[src/rtl/sixbitsub_serial.sv]
// sixbitsub_serial: bit-serial 6-bit subtractor (ain - bin mod 64), LSB first,
// one full-subtractor step per clock, with a start/busy/done handshake.
//
// Optional feature macro: SIXBITSUB_SIGNED_EN enables the registered
// two's-complement overflow flag. When it is undefined, ovf is tied to 0.
//
// Ports:
//   clk    in   rising-edge clock
//   rst_n  in   asynchronous active-low reset
//   start  in   request, accepted in IDLE or DONE
//   ain    in   [5:0] minuend, sampled with an accepted start
//   bin    in   [5:0] subtrahend, sampled with an accepted start
//   diff   out  [5:0] registered result, updated at completion only
//   bout   out  registered borrow out (ain < bin unsigned)
//   ovf    out  signed overflow flag (0 unless SIXBITSUB_SIGNED_EN)
//   busy   out  operation in progress
//   done   out  one-cycle pulse when a new result is presented
module sixbitsub_serial (
    input  logic       clk,
    input  logic       rst_n,
    input  logic       start,
    input  logic [5:0] ain,
    input  logic [5:0] bin,
    output logic [5:0] diff,
    output logic       bout,
    output logic       ovf,
    output logic       busy,
    output logic       done
);

    localparam int unsigned W  = 6;
    localparam int unsigned CW = 3;

    typedef enum logic [1:0] {
        S_IDLE = 2'd0,
        S_RUN  = 2'd1,
        S_DONE = 2'd2
    } state_t;

    state_t         state, state_n;
    logic [W-1:0]   a_sh, a_sh_n;
    logic [W-1:0]   b_sh, b_sh_n;
    logic [W-1:0]   r_sh, r_sh_n;
    logic           br, br_n;
    logic [CW-1:0]  cnt, cnt_n;
    logic [W-1:0]   diff_n;
    logic           bout_n;
    logic           busy_n;
    logic           done_n;

    // Full-subtractor cell on the current LSBs
    logic a_bit_c, b_bit_c, d_c, br_c, last_c;
    assign a_bit_c = a_sh[0];
    assign b_bit_c = b_sh[0];
    assign d_c     = a_bit_c ^ b_bit_c ^ br;
    assign br_c    = (~a_bit_c & b_bit_c) | (~(a_bit_c ^ b_bit_c) & br);
    assign last_c  = (cnt == CW'(W - 1));

`ifdef SIXBITSUB_SIGNED_EN
    logic ovf_q, ovf_n;
    assign ovf = ovf_q;
`else
    assign ovf = 1'b0;
`endif

    // State and datapath registers
    always_ff @(posedge clk or negedge rst_n) begin
        if (!rst_n) begin
            state <= S_IDLE;
            a_sh  <= '0;
            b_sh  <= '0;
            r_sh  <= '0;
            br    <= 1'b0;
            cnt   <= '0;
            diff  <= '0;
            bout  <= 1'b0;
            busy  <= 1'b0;
            done  <= 1'b0;
`ifdef SIXBITSUB_SIGNED_EN
            ovf_q <= 1'b0;
`endif
        end else begin
            state <= state_n;
            a_sh  <= a_sh_n;
            b_sh  <= b_sh_n;
            r_sh  <= r_sh_n;
            br    <= br_n;
            cnt   <= cnt_n;
            diff  <= diff_n;
            bout  <= bout_n;
            busy  <= busy_n;
            done  <= done_n;
`ifdef SIXBITSUB_SIGNED_EN
            ovf_q <= ovf_n;
`endif
        end
    end

    // Next-state, datapath step and completion
    always_comb begin
        state_n = state;
        a_sh_n  = a_sh;
        b_sh_n  = b_sh;
        r_sh_n  = r_sh;
        br_n    = br;
        cnt_n   = cnt;
        diff_n  = diff;
        bout_n  = bout;
        busy_n  = busy;
        done_n  = 1'b0;
`ifdef SIXBITSUB_SIGNED_EN
        ovf_n   = ovf_q;
`endif

        unique case (state)
            S_IDLE, S_DONE: begin
                if (start) begin
                    a_sh_n  = ain;
                    b_sh_n  = bin;
                    r_sh_n  = '0;
                    br_n    = 1'b0;
                    cnt_n   = '0;
                    busy_n  = 1'b1;
                    state_n = S_RUN;
                end else begin
                    state_n = S_IDLE;
                end
            end
            S_RUN: begin
                r_sh_n = {d_c, r_sh[W-1:1]};
                a_sh_n = a_sh >> 1;
                b_sh_n = b_sh >> 1;
                br_n   = br_c;
                cnt_n  = cnt + CW'(1);
                if (last_c) begin
                    diff_n  = {d_c, r_sh[W-1:1]};
                    bout_n  = br_c;
                    busy_n  = 1'b0;
                    done_n  = 1'b1;
                    state_n = S_DONE;
`ifdef SIXBITSUB_SIGNED_EN
                    // On the last step the LSBs are the operands' sign bits
                    ovf_n = (a_bit_c != b_bit_c) && (d_c != a_bit_c);
`endif
                end
            end
            default: state_n = S_IDLE;
        endcase
    end

endmodule
[config.mk]
export PLATFORM = sky130hd
export DESIGN_NAME = sixbitsub_serial
export DESIGN_NICKNAME = d
export VERILOG_FILES = /design/src/rtl/sixbitsub_serial.sv
export SDC_FILE = /design/constraint.sdc
export NUM_CORES = 1
export LEC_CHECK = 0
export ABC_AREA = 1
export CORE_UTILIZATION = 34
export DETAILED_ROUTE_END_ITERATION = 10
export SETUP_SLACK_MARGIN = 0.5
export SLEW_MARGIN = 20
export SYNTH_ARGS = -nofsm -noshare
export SYNTH_HDL_FRONTEND = slang
export SYNTH_SLANG_ARGS = --single-unit
[constraint.sdc]
create_clock -name clk -period 1.96 [get_ports clk]
set_clock_uncertainty 0.15 [all_clocks]
set_input_delay 0.392 -clock clk [delete_from_list [all_inputs] [get_ports clk]]
set_output_delay 0.392 -clock clk [all_outputs]
set_load 0.005 [all_outputs]
## Word level (Yosys, flattened, before mapping)

Index checks and enable logic that the tools add are counted.

| storage, ports and cells | value |
|---|---|
| word-level logic and storage cells | 47 |
| bits in registers | 33 |
| output and inout bits | 10 |

| cells by class | value |
|---|---|
| bitwise gates (word level) | 7 |
| mux-type cells | 18 |
| reduce and logical (&&, ||, !) cells | 6 |
| equal/unequal tests | 5 |
| add/sub/neg operators | 1 |

Operator list:

| operator | number |
|---|---|
| 6-bit case mux with 2 select lines | 3 |
| 6-bit two-way mux | 3 |
| 1-bit two-way mux | 6 |
| 3-bit case mux with 2 select lines | 1 |
| 2-bit != test (second input constant) | 2 |
| 1-bit case mux with 2 select lines | 2 |
| 2-bit case mux with 2 select lines | 1 |
| 2-bit AND reduction | 2 |
| 3-bit by 1-bit adder with 3-bit output (second input constant) | 1 |
| 3-bit equality test (second input constant) | 1 |
| 3-bit two-way mux | 1 |
| 3-bit AND reduction | 1 |
| 1-bit bitwise AND | 2 |
| 2-bit by 1-bit equality test with 1-bit output (second input constant) | 1 |
| 2-bit equality test (second input constant) | 1 |
| 2-bit zero test | 1 |
| 2-bit two-way mux | 1 |
| 1-bit inverter | 2 |
| 2-bit nonzero test | 1 |
| 2-bit OR reduction | 1 |
| 1-bit bitwise XOR | 2 |
| 1-bit OR | 1 |

## Logic depth before layout (Yosys ltp)

Gate-level depths: netlist (run 1).

| depth | value |
|---|---|
| depth after elaboration | 5 |
| depth in mapped cells | 8 |
| mapped depth without buffers | 8 |

## Least setup slack after synthesis (run 1)

Ideal clock, no wire load.

| timing | value |
|---|---|
| path type | register to register |
| start point | register a_sh[0] |
| end point | register br |
| data required time | 1,736 ps |
| setup slack | 562 ps |
| path buffers | 0 |
| setup time | 74 ps |
| arrival | 1,174 ps |
| clock period less this slack | 1,398 ps |
| stages on the path, launching flop included | 4 |
| cells stage by stage | dfrtp_1 > fa_1 > or2_2 > o21ai_2 |

| on the way | value |
|---|---|
| word-level cells in the longest chain between the ends | 5 |
| elaborated cells between the ends (all ways) | 7 |
| those cells by class | mux (1); bitwise (6) |

Ends and longest elaborated chain:

| element | RTL line | source |
|---|---|---|
| start, declared | 41 | `logic [W-1:0] a_sh, a_sh_n;` |
| start signal, assigned | 84 | `a_sh <= a_sh_n;` |
| 1-bit bitwise XOR | 56 | `assign br_c = (~a_bit_c & b_bit_c) \| (~(a_bit_c ^ b_bit_c) & br);` |
| 1-bit inverter | 56 |  |
| 1-bit bitwise AND | 56 |  |
| 1-bit OR (*) | 56 |  |
| 1-bit case mux with 2 select lines (*) | 115 | `unique case (state)` |
| end signal, assigned | 87 | `br <= br_n;` |
| end, declared | 44 | `logic br, br_n;` |

Every way passes the cells marked *; elsewhere a longest branch is shown, timed or not.
A chain may end at the register's enable or synchronous reset.

## Final worst setup path (run 1)

| timing | value |
|---|---|
| start point | register bout |
| end point | output bout |

RTL lines:

| element | RTL line | source |
|---|---|---|
| start, declared | 25 | `output logic bout,` |
| start signal, assigned | 90 | `bout <= bout_n;` |

No word-level cell between the ends.

==> results.md, run 1 <==
- The cell family contributing the most delay on the critical path is flip-flops.
- The placed standard-cell area is 0.00184 mm^2.
- In the final routed layout, each cell accounts on average for 10.2 um.
- The distinct cell type count after synthesis is 19.
- The clock network accounts for 18.9% of the total power.
- Per report_power, the sequential group accounts for 34.4% of the total.
- The cell at the root of the clock tree is sky130_fd_sc_hd__clkbuf_8.
- The max-capacitance violation count is 0.
- In the post-synthesis netlist, the biggest area contributors are sky130_fd_sc_hd__dfrtp_1 (52%), sky130_fd_sc_hd__nand2_1 (12%), sky130_fd_sc_hd__o21ai_2 (8.5%), sky130_fd_sc_hd__inv_1 (8.0%), sky130_fd_sc_hd__nand3_1 (6.8%).
- The height of the chip is 69.6 um.
- The number of global-route vias before repair was 1111.
- The initial DRC count is 93.
- Of all cell types, the one taking the most synthesized area is sky130_fd_sc_hd__dfrtp_1.
- The number of hold-slack violations in the final timing report is 0.
- The total negative slack for setup checks is 0 ns.
- The global-route congestion overflow total is 0.
- The depth of the worst register-to-register path is 3.
- Dividing the synthesized area by the synthesized cell count gives 8.73 um^2.
- The routed wire length is 2710 um.
- The cell area after synthesis is 0.00155 mm^2.
- The clock insertion delay at the later pin of the skew report is 0.29 ns.
- Setup repair after global routing could not meet its margin everywhere.
- The post-detailed-route DRC marker count is 0.
- The total half-perimeter wirelength after legalization and detailed placement is 1780 um.
- The share of the Yosys chip area taken by registers is 51.5%.
- The switching fraction of total power is 38.3%.
- In this run the tool buffered the top-level ports with 23 buffer cells.
- The final number of max-transition violations is 0.
- The signed area change from the synthesized netlist to the final layout is 29.9%.
- Global routing used 12.8% of the available tracks across all layers.
- TritonCTS built the clock tree.
- The beginning of the worst register-to-register path is a_sh[0]$_DFFE_PN0P_.
- In this run the core area contains 24 standard-cell rows.
- No sink is reached through more buffers than the 2 on the longest clock path.
- Counting instances in the post-synthesis netlist gives the leading cell types as sky130_fd_sc_hd__nand2_1 (51), sky130_fd_sc_hd__inv_1 (33), sky130_fd_sc_hd__dfrtp_1 (32), sky130_fd_sc_hd__nand3_1 (21), sky130_fd_sc_hd__o21ai_2 (15).
- The critical path data arrival time is 0.87 ns.
- Of the total power, combinational logic draws 46.8%.
- The first global-routing pass estimated 4810 um of wire.
- In this run the number of cells on the critical path is 1.
- 0 antenna diodes ended up in the layout.
- The number of hold buffers added after CTS is 0.
- The worst setup path is captured at an output port.
- The clock drives 32 sinks.
- The power density over the cells is 1640 mW/mm^2.
- In this run, CTS created clock tree buffers numbering 5.
- The capture instance of the worst register-to-register path is br$_DFFE_PN0P_.
- The overall die area is 0.00484 mm^2.
- The post-detailed-route via-to-cell ratio is 4.32.
- The internal power of the cells totals 2.04 mW.
- The most used flip-flop cell after synthesis is sky130_fd_sc_hd__dfrtp_1.
- The net count of the mapped netlist is 196.
- The highest cell delay on the worst timing path is 0.38 ns.
- The run finished with clean final reports.
- In this run the worst hold path is classified as register to register.
- The H-tree generated during clock tree synthesis spans 2 levels.
- The worst hold path was traced through 2 stages.
- The worst-case IR drop observed on VDD is 0.000607 V.
- The area share of the largest cell type after synthesis is 51.5%.
- The initial antenna violation count came to 0.
- For this design the static power due to leakage is 1.07 nW.
- In this run the remaining antenna-violating nets after routing total 0.
- Once layout is done, the placed cells without fillers occupy 0.00202 mm^2.
- After layout, the worst setup slack is 0.551 ns.
- Counting I/O delays and the setup requirement, the final critical path takes 1.41 ns.
- The worst path buffer plus inverter count is 1.
- For this design, the slowest cell found on the critical path is sky130_fd_sc_hd__dfrtp_1.
- The worst setup path is launched from a register.
- The number of primary I/O pins is 25.
- In this run, synthesis inferred 0 flip-flops with an integrated enable.
- In this run the standard cell core region covers 0.00438 mm^2.
- The yosys synthesis warning count is 0.
- The horizontal die dimension is 69.6 um.
- The net switching power of the design is 1.27 mW.
- The data required time at the worst endpoint is 1.42 ns.
- In the final layout, the share of cells above drive strength 1 is 22.4%.
- The worst path uses 71.9% of the clock period.
- The most critical setup path has its startpoint at bout$_DFFE_PN0P_.
- The number of synthesized register bits is 32.
- Synthesis produced a netlist whose cell count is 178.
- For this run, the post-layout net count is 231.
- The worst reg-to-reg setup slack is 0.58 ns.
- The largest net degree at the start of global routing is 33.
- The setup path with the least slack is of type register to output port.
- Including well taps, the total number of placed cells is 251.
- For this run, the detailed router's first-pass iteration total came to 4.
- For this run, the top clock speed supported by timing is 0.710 GHz.
- Setup violations remaining at the end of the flow were counted as 0.
- The final instance count without filler cells is 266.
- In this run the worst path has a maximum fanout of 2.
- At the end of routability-driven placement, the weighted congestion stood at 0.743.
- Final hold analysis gives a worst-case slack of 0.325 ns.
- Summing over every cut layer, the via total after detailed routing is 1149.
- Following the worst setup path forward leads to its endpoint at bout.
- After clock tree synthesis, the clock-pin slew on the worst setup and hold paths is 0.07 ns.
- Prior to clock tree synthesis, the placed netlist has a worst setup slack of 0.226 ns.
- The initial utilization of the core area, before any placement, comes to 35.4%.
- sky130_fd_sc_hd__nand2_1 is the most common cell in the netlist.
- Traced cell by cell, the critical path runs through clkdlybuf4s15_1.
- The share of flip-flops with an asynchronous set or reset is 100%.
==> logic make-up after synthesis <==
family	Yosys count	share of synthesized area [%]
simple gates	80	23.0
buf+inv	44	12.6
flops	32	51.5
compound gates	18	9.66
fa+ha+maj	3	2.90
other cells	1	0.241
==> flip-flops by register name, summed over array words and instances (netlist names), 2 cells and up <==
name,flops
state,2
cnt,3
r_sh,5
diff,6
a_sh,6
b_sh,6
==> worst min path at each step <==
stage                                      to  slack [ns]             start
after floorplan           a_sh[0]$_DFFE_PN0P_       -0.05             rst_n
after global placement       busy$_DFFE_PN0P_        0.31  busy$_DFFE_PN0P_
after detailed placement     busy$_DFFE_PN0P_        0.31  busy$_DFFE_PN0P_
after CTS                    busy$_DFFE_PN0P_        0.33  busy$_DFFE_PN0P_
after global routing         busy$_DFFE_PN0P_        0.36  busy$_DFFE_PN0P_
final                        busy$_DFFE_PN0P_        0.32  busy$_DFFE_PN0P_
==> per-layer routing <==
metal | track usage [%] | share of wire [%] | routed length [um] | vias to the layer above
li1 | - | - | - | 599
met2 | 20.7 | 45 | 1220 | 23
met1 | 15.7 | 49 | 1320 | 520
met3 | 3.49 | 3.8 | 103 | 7
met5 | 0 | 0 | 0 | -
met4 | 6.12 | 2.3 | 61 | 0
==> repair_timing <==
action,4_1_cts,5_1_grt
endpoints found under the setup margin,13,16
setup buffers,2,5
gates cloned,0,0
pin swaps,0,1
gates resized for setup,17,4
endpoints found under the hold margin,0,0
==> per-stage QoR <==
stage          power [mW]  util (%)
2_1_floorplan        2.23         -
3_3_place_gp         2.64      42.0
3_5_place_dp         2.67      42.0
4_1_cts              3.31      44.9
5_1_grt              3.63      46.0
6_report             3.31      46.0
==> power by group through the flow <==
stage | logic, mW | clock network [mW] | registers [mW]
CTS | 1.52 | 0.645 | 1.14
global route | 1.77 | 0.682 | 1.17
finish | 1.55 | 0.625 | 1.14
floorplan | 1.10 | 0 | 1.13
global placement | 1.50 | 0 | 1.14
detailed placement | 1.52 | 0 | 1.14
==> final cells by class <==
cell class	count	area (um^2)
Multi-Input combinational cell	102	569
Clock inverter	3	42.5
Clock buffer	5	68.8
Tap cell	52	65.1
Fill cell	446	2370
Inverter	37	139
Timing Repair Buffer	35	333
Sequential cell	32	801
==> cells in the final DEF, fill, tap and decap left out, types with 2 or more instances in the layout <==
master / n
sky130_fd_sc_hd__buf_4: 11
sky130_fd_sc_hd__clkbuf_8: 5
sky130_fd_sc_hd__clkdlybuf4s15_1: 9
sky130_fd_sc_hd__clkdlybuf4s50_1: 14
sky130_fd_sc_hd__dfrtp_1: 32
sky130_fd_sc_hd__ha_1: 2
sky130_fd_sc_hd__inv_1: 33
sky130_fd_sc_hd__inv_2: 4
sky130_fd_sc_hd__nand2_1: 51
sky130_fd_sc_hd__nand2_2: 2
sky130_fd_sc_hd__nand2_4: 2
sky130_fd_sc_hd__nand3_1: 21
sky130_fd_sc_hd__o21ai_0: 2
sky130_fd_sc_hd__o21ai_2: 15
sky130_fd_sc_hd__or2_2: 2
No activity file was read; power rests on OpenSTA's default activity.
==> run 2, diff against run 1 <==
==> constraint.sdc (replaced) <==
create_clock -name clk -period 1.1 [get_ports clk]
set_clock_uncertainty 0.15 [all_clocks]
set_input_delay 0.22 -clock clk [delete_from_list [all_inputs] [get_ports clk]]
set_output_delay 0.22 -clock clk [all_outputs]
set_load 0.005 [all_outputs]
==> run 2 against run 1 <==
Effect of this change: the flow now finishes with violations (negative hold slack, negative setup slack); sequential power increased by 81%; die area unchanged; sequential share of layout area down 8.2 points; setup slack worse by 0.73 ns; core utilization up 12 points; total power is 130% higher.
==> results.md, run 2 (synthesized netlist as in run 1, its figures left out) <==
- The minimum hold slack was -0.0699 ns (-0.395 ns).
- The cell row count came to 24 (unchanged).
- The number of global-route vias before repair came to 1330 (+20%).
- The starting utilization of the core area came to 35.4% (unchanged).
- The number of H-tree levels was 2 (unchanged).
- The critical path class is register to register.
- The power density over the cells came to 3040 mW/mm^2 (+85%).
- Walking the worst path, the cells encountered are inv_2, fa_2, nand2_1, o21ai_2.
- The area growth from synthesis to layout is 64.0%.
- The antenna diode instance count is 0 (unchanged).
- Leaving out fill and tap cells, the most frequent cell in the layout is sky130_fd_sc_hd__nand2_1.
- The worst path buffer plus inverter count is 1 (unchanged).
- The layout net count is 267 (+16%).
- The total leakage power came to 1.33 nW (+25%).
- The via total after detailed routing is 1300 (+13%).
- The ratio of final minimum period to clock period is 116%.
- The clock insertion delay at the later pin of the skew report was 0.29 ns (about the same).
- The final instance count without filler cells was 302 (+14%).
- The beginning of the worst register-to-register path is br$_DFFE_PN0P_.
- The total negative slack for setup checks is -4.90 ns (-4.90 ns).
- The checks that failed: negative hold slack, negative setup slack.
- The total clock buffers created by CTS is 5 (unchanged).
- The initial DRC count came to 61 (-34%).
- The largest net degree at the start of global routing came to 17 (-48%).
- The maximum clock path buffer count is 2 (unchanged).
- The routed wire length was 3380 um (+25%).
- The max-capacitance violation count is 0 (unchanged).
- The run finished, with violations left.
- The flip-flop and latch area is 802 um^2 (+0.16%).
- The highest net fanout along the worst path is 2 (unchanged).
- The overall fraction of global-route tracks in use is 15.7% (+2.9 points).
- TritonCTS built the clock tree.
- The horizontal die dimension is 69.6 um (unchanged).
- The post-detailed-route via-to-cell ratio is 4.30 (-0.35%).
- STA classifies the critical path endpoint as a register.
- The worst register-to-register path ends at r_sh[5]$_DFFE_PN0P_.
- The critical path data arrival time is 1.35 ns (+0.48 ns).
- The total half-perimeter wirelength after legalization and detailed placement was 2020 um (+14%).
- Static timing analysis puts the maximum clock frequency at 0.782 GHz.
- The overall die area was 0.00484 mm^2 (unchanged).
- The proportion of layout cells with a drive suffix above 1 is 50.4% (+28 points).
- Setup repair after global routing could not meet its margin everywhere.
- The clock-pin slew on the worst setup and hold paths is 0.06 ns (about the same).
- The highest cell delay on the worst timing path is 0.57 ns (+0.19 ns).
- The number of buffers added on ports is 23 (unchanged).
- The total power was 7.74 mW (+130%).
- The initial antenna violation count is 0 (unchanged).
- After layout, the minimum clock period comes to 1.28 ns.
- The data required time at the worst endpoint is 1.17 ns (-0.25 ns).
- The library cell contributing the largest single delay on the critical path is sky130_fd_sc_hd__fa_2.
- The height of the chip was 69.6 um (unchanged).
- The largest registers in the layout are a_sh (6), b_sh (6), diff (6).
- The final number of max-transition violations was 0 (unchanged).
- The setup slack of the critical path after layout is -0.178 ns (-0.729 ns).
- The placeable core region is 0.00438 mm^2 (unchanged).
- The post-detailed-route DRC marker count came to 0 (unchanged).
- The multi-input logic area is 787 um^2 (+38%).
- The post-detailed-route count of antenna-violating nets is 0 (unchanged).
- The total of fill cells in the finished design came to 391 (-12%).
- The number of primary I/O pins came to 25 (unchanged).
- The routed wire length per instance is 11.2 um (+10%).
- The number of cells in the design after placement is 276 (+10%).
- The worst voltage drop across the vdd grid came to 0.00119 V (+96%).
- Grouping stages by cell kind, the critical path spends the most delay in adder cells.
- The number of hold-slack violations in the final timing report is 16 (+16).
- The global-route wire length before repair is 5870 um (+22%).
- The TritonCTS sink count is 32 (unchanged).
- The library cells used most frequently in the layout, excluding fill and tap cells, are sky130_fd_sc_hd__nand2_1 (38), sky130_fd_sc_hd__dfrtp_1 (31), sky130_fd_sc_hd__inv_1 (28), sky130_fd_sc_hd__buf_4 (28), sky130_fd_sc_hd__o21ai_2 (17).
- The depth of the worst register-to-register path is 4 (+1).
- The routability congestion estimate is 0.775 (+4.3%).
- The detailed-routing iteration count for the pre-antenna-repair pass came to 4 (unchanged).
- The number of setup violations in the final report is 41 (+41).
- The cell sitting at the root of the clock tree is a sky130_fd_sc_hd__clkbuf_8.
- The worst reg-to-reg setup slack came to -0.18 ns (-0.76 ns).
- The global-route congestion overflow total is 0 (unchanged).
- The kind of launch point of the worst setup path is a register.
- The path type of the worst min-delay path is input pin to asynchronous set/reset pin.
-- run 2: cell count changes in the layout (fill, tap and decap cells not counted), moves of 4 or more --
cell                              change
sky130_fd_sc_hd__buf_2                +8
sky130_fd_sc_hd__buf_4               +17
sky130_fd_sc_hd__buf_6               +15
sky130_fd_sc_hd__clkdlybuf4s15_1      -9
sky130_fd_sc_hd__inv_1                -5
sky130_fd_sc_hd__nand2_1             -13
sky130_fd_sc_hd__nand2_2              +5
sky130_fd_sc_hd__nand2_4              +4
sky130_fd_sc_hd__nand2_8              +5
sky130_fd_sc_hd__nand3_1             -11
sky130_fd_sc_hd__nand3_2             +11
-- run 2: routing by layer --
metal	vias up	track usage, %	wire (um)
met4	0	8.16	75
met5	-	0	0
met1	589	18.7	1490
met2	23	26.6	1700
li1	681	-	-
met3	7	3.05	116
-- run 2: area by class of cell --
cell class                      instances  area share, %
Sequential cell                        32           31.5
Timing Repair Buffer                   70           25.3
Clock buffer                            8           3.53
Inverter                               37           6.23
Tap cell                               52           2.55
Multi-Input combinational cell        103           30.9
-- run 2: where the power goes --
group	leakage (nW)	switching [mW]	internal, mW
Sequential	0.396	0.326	1.73
Combinational	0.888	2.29	2.45
Clock	0.0455	0.435	0.510
-- run 2: worst max-delay path by stage --
stage / endpoint / from / depth (start not counted)
floorplan: diff[1]$_DFFE_PN0P_ / cnt[0]$_DFFE_PN0P_ / 7
global placement: diff[5]$_DFFE_PN0P_ / cnt[0]$_DFFE_PN0P_ / 7
detailed placement: diff[5]$_DFFE_PN0P_ / cnt[0]$_DFFE_PN0P_ / 7
CTS: r_sh[5]$_DFFE_PN0P_ / br$_DFFE_PN0P_ / 4
global route: r_sh[5]$_DFFE_PN0P_ / br$_DFFE_PN0P_ / 4
finish: r_sh[5]$_DFFE_PN0P_ / br$_DFFE_PN0P_ / 4
-- run 2: worst reg2reg max path, cell delays in order (launching register included) --
cell,delay (ns)
sky130_fd_sc_hd__dfrtp_1,0.34
sky130_fd_sc_hd__inv_2,0.05
sky130_fd_sc_hd__fa_2,0.57
sky130_fd_sc_hd__nand2_1,0.06
sky130_fd_sc_hd__o21ai_2,0.05
-- run 2: what timing repair did --
action | in CTS | in global routing
buffers inserted | 8 | 8
gates resized for setup | 65 | 30
hold endpoints to repair | 16 | 16
pin swaps | 12 | 5
endpoints found under the setup margin | 73 | 41
cloned | 2 | 0
-- run 2: through the flow --
stage | util, % | hold slack (ns) | area [um^2] | setup WS (ns)
global placement | 48.2 | 0.315 | 2110 | -0.361
global route | 58.1 | -0.0589 | 2550 | -0.244
finish | 58.1 | -0.0699 | 2550 | -0.178
CTS | 54.4 | -0.0763 | 2380 | -0.182
floorplan | - | -0.226 | 1650 | -0.165
detailed placement | 48.2 | 0.317 | 2110 | -0.371
==> run 3, diff against run 2 <==
--- a/config.mk
+++ b/config.mk
@@ -6,9 +6,11 @@
 export NUM_CORES = 1
 export LEC_CHECK = 0
 export ABC_AREA = 1
+export ABC_CLOCK_PERIOD_IN_PS = 1100
 export CORE_UTILIZATION = 34
 export DETAILED_ROUTE_END_ITERATION = 10
 export SETUP_SLACK_MARGIN = 0.5
+export SKIP_CTS_REPAIR_TIMING = 1
 export SLEW_MARGIN = 20
 export SYNTH_ARGS = -nofsm -noshare
 export SYNTH_HDL_FRONTEND = slang
==> run 3 against run 2 <==
Effect of this change: the run still ends with negative hold slack, negative setup slack left; critical path depth grew 3; critical endpoint is now bout$_DFFE_PN0P_; setup slack lost 0.019 ns; sequential share of layout area grew 1.2 points; sequential power is essentially flat; core utilization shrank 2.1 points; combinational power shrank 6.5%; routed wire length shrank 1.6%; hold slack lost 0.087 ns; via count grew 0.62%; non-clock buffer count is the same; final cell count is the same; die area is the same; largest power group unchanged.
==> results.md, run 3 (synthesized netlist as in run 1, its figures left out) <==
- The proportion of layout cells with a drive suffix above 1 is 46.8% (-3.6 points).
- TritonCTS built the clock tree.
- The post-detailed-route via-to-cell ratio is 4.33 (+0.62%).
- The area of all placed cells without fillers is 0.00246 mm^2 (-3.6%).
- The setup slack of the critical path after layout is -0.197 ns (-0.0187 ns).
- The number of H-tree levels is 2 (unchanged).
- The placed standard-cell area is 0.00211 mm^2 (unchanged).
- The highest cell delay on the worst timing path was 0.39 ns (-0.18 ns).
- The data required time at the worst endpoint was 1.16 ns (about the same).
- The multi-input logic area came to 716 um^2 (-9.1%).
- The maximum clock frequency was 0.771 GHz (-1.4%).
- The maximum clock path buffer count is 2 (unchanged).
- The global-route congestion overflow total is 0 (unchanged).
- The net switching power of the design is 2.83 mW (-7.0%).
- The max-capacitance violation count was 0 (unchanged).
- The total clock buffers created by CTS is 5 (unchanged).
- The ratio of final minimum period to clock period is 118% (+1.7 points).
- The routed wire length per instance is 11.0 um (-1.6%).
- The placeable core region is 0.00438 mm^2 (unchanged).
- The sequential share of power came to 27.5% (+0.9 points).
- The largest net degree at the start of global routing is 33 (+16).
- The worst voltage drop across the vdd grid came to 0.00116 V (-2.4%).
- The height of the chip is 69.6 um (unchanged).
- The cell row count is 24 (unchanged).
- The post-detailed-route DRC marker count is 0 (unchanged).
- The critical path class is register to register.
- The signal on the critical path passes through inv_2, ha_4, nand2_2, inv_4, nand2_4, buf_6, o21ai_2.
- The power density over the cells is 3010 mW/mm^2 (-0.86%).
- The horizontal die dimension is 69.6 um (unchanged).
- The min-delay analysis places its worst path in the category input pin to asynchronous set/reset pin.
- The number of cells in the design after placement is 276 (unchanged).
- The layout net count came to 267 (unchanged).
- The number of primary I/O pins is 25 (unchanged).
- The number of hold-slack violations in the final timing report is 32 (+16).
- The slowest stage of the critical path is the sky130_fd_sc_hd__dfrtp_1 cell.
- The total half-perimeter wirelength after legalization and detailed placement is 2020 um (unchanged).
- In the layout the commonest cells are sky130_fd_sc_hd__nand2_1 (47), sky130_fd_sc_hd__dfrtp_1 (31), sky130_fd_sc_hd__buf_4 (28).
- The flow ran to the end, but the final reports show violations.
- The antenna diode instance count was 0 (unchanged).
- The library cell used most frequently in the layout, excluding fill and tap cells, is sky130_fd_sc_hd__nand2_1.
- The flip-flop and latch area is 802 um^2 (unchanged).
- The final reports fail on negative hold slack, negative setup slack.
- The clock-pin slew on the worst setup and hold paths was 0.07 ns (about the same).
- The critical path data arrival time is 1.36 ns (about the same).
- The starting utilization of the core area is 35.4% (unchanged).
- In the final layout, the registers with the most flip-flops are a_sh (6), b_sh (6), diff (6).
- The total of fill cells in the finished design came to 411 (+5.1%).
- CTS placed an instance of sky130_fd_sc_hd__clkbuf_8 at the clock tree root.
- The final critical-path required period came to 1.30 ns (+0.0187 ns).
- The TritonCTS sink count is 32 (unchanged).
- The overall fraction of global-route tracks in use is 14.1% (-1.6 points).
- The overall die area came to 0.00484 mm^2 (unchanged).
- The detailed-routing iteration count for the pre-antenna-repair pass is 4 (unchanged).
- The routability congestion estimate is 0.775 (unchanged).
- The part of the total power dissipated in the clock network is 12.7% (+0.5 points).
- The initial DRC count came to 68 (+11%).
- The kind of end point of the critical path is a register.
- STA classifies the critical path startpoint as a register.
- The worst reg-to-reg setup slack is -0.20 ns (-0.02 ns).
- The number of setup violations in the final report is 41 (unchanged).
- The number of global-route vias before repair is 1243 (-6.5%).
- The via total after detailed routing is 1308 (+0.62%).
- The minimum hold slack is -0.157 ns (-0.0871 ns).
- The number of buffers added on ports is 23 (unchanged).
- The clock insertion delay at the later pin of the skew report was 0.28 ns (about the same).
- The share of the core filled with cells in the final layout is 56.1% (-2.1 points).
- The post-detailed-route count of antenna-violating nets came to 0 (unchanged).
- The switching fraction of total power is 38.3% (-1.1 points).
- Setup repair after global routing could not meet its margin everywhere.
- The final instance count without filler cells is 302 (unchanged).
- The total power came to 7.40 mW (-4.4%).
- The initial antenna violation count was 0 (unchanged).
- The routed wire length is 3330 um (-1.6%).
- The highest net fanout along the worst path came to 8 (+6).
- The final number of max-transition violations is 0 (unchanged).
- The total negative slack for setup checks is -4.38 ns (+0.523 ns).
- The internal power summed over all cells is 4.56 mW (-2.7%).
- The signed area change from the synthesized netlist to the final layout is 58.1%.
- The total leakage power came to 1.31 nW (-1.2%).
- The global-route wire length before repair was 5300 um (-9.7%).
- The worst slack at placement is -0.371 ns (unchanged).
- The share of power burned in combinational logic was 59.8% (-1.4 points).
run 3: cell count changes in the layout (fill, tap and decap cells not counted), moves of 2 or more:
cell,change
sky130_fd_sc_hd__buf_2,-8
sky130_fd_sc_hd__clkbuf_2,+8
sky130_fd_sc_hd__inv_2,+2
sky130_fd_sc_hd__inv_8,-2
sky130_fd_sc_hd__nand2_1,+9
sky130_fd_sc_hd__nand2_2,-4
sky130_fd_sc_hd__nand2_4,-2
sky130_fd_sc_hd__nand2_8,-3
run 3: layout make-up:
cell class	count	area share [%]
Clock buffer	8	3.67
Inverter	37	5.96
Multi-Input combinational cell	103	29.1
Sequential cell	32	32.6
Tap cell	52	2.65
Timing Repair Buffer	70	26.0
run 3: power by group through the flow:
stage                     combinational, mW  sequential [mW]  clock [mW]
after floorplan                        2.31             2.03           0
after global placement                 3.57             2.02           0
after detailed placement               3.61             2.04           0
after CTS                              3.63             2.02       0.967
after global routing                   4.92             2.09        1.01
final                                  4.43             2.03       0.937
run 3: critical path, delay by kind of cell, from the launching register on:
family,cells,cell delay [ns]
AOI/OAI and AO/OA,1,0.10
adders and majority gates,1,0.12
buffers and inverters,3,0.31
DFF,1,0.39
and+or+nand+nor,2,0.16
run 3: routing by layer:
metal | part of all wire (%) | track usage [%]
met2 | 50 | 23.6
met1 | 45 | 16.5
met3 | 3.8 | 3.05
met5 | 0 | 0
met4 | 1.7 | 8.16
run 3: path summary, 6_finish.rpt:
check                                    start                    to  cells after the start
max                         cnt[1]$_DFFE_PN0P_      bout$_DFFE_PN0P_                      7
min                                      rst_n  state[0]$_DFFE_PN0P_                      2
max reg2reg                 cnt[1]$_DFFE_PN0P_      bout$_DFFE_PN0P_                      7
min reg2reg                b_sh[1]$_DFFE_PN0P_   b_sh[1]$_DFFE_PN0P_                      2
max in group asynchronous                rst_n   diff[1]$_DFFE_PN0P_                      2
min in group clk           b_sh[1]$_DFFE_PN0P_   b_sh[1]$_DFFE_PN0P_                      2
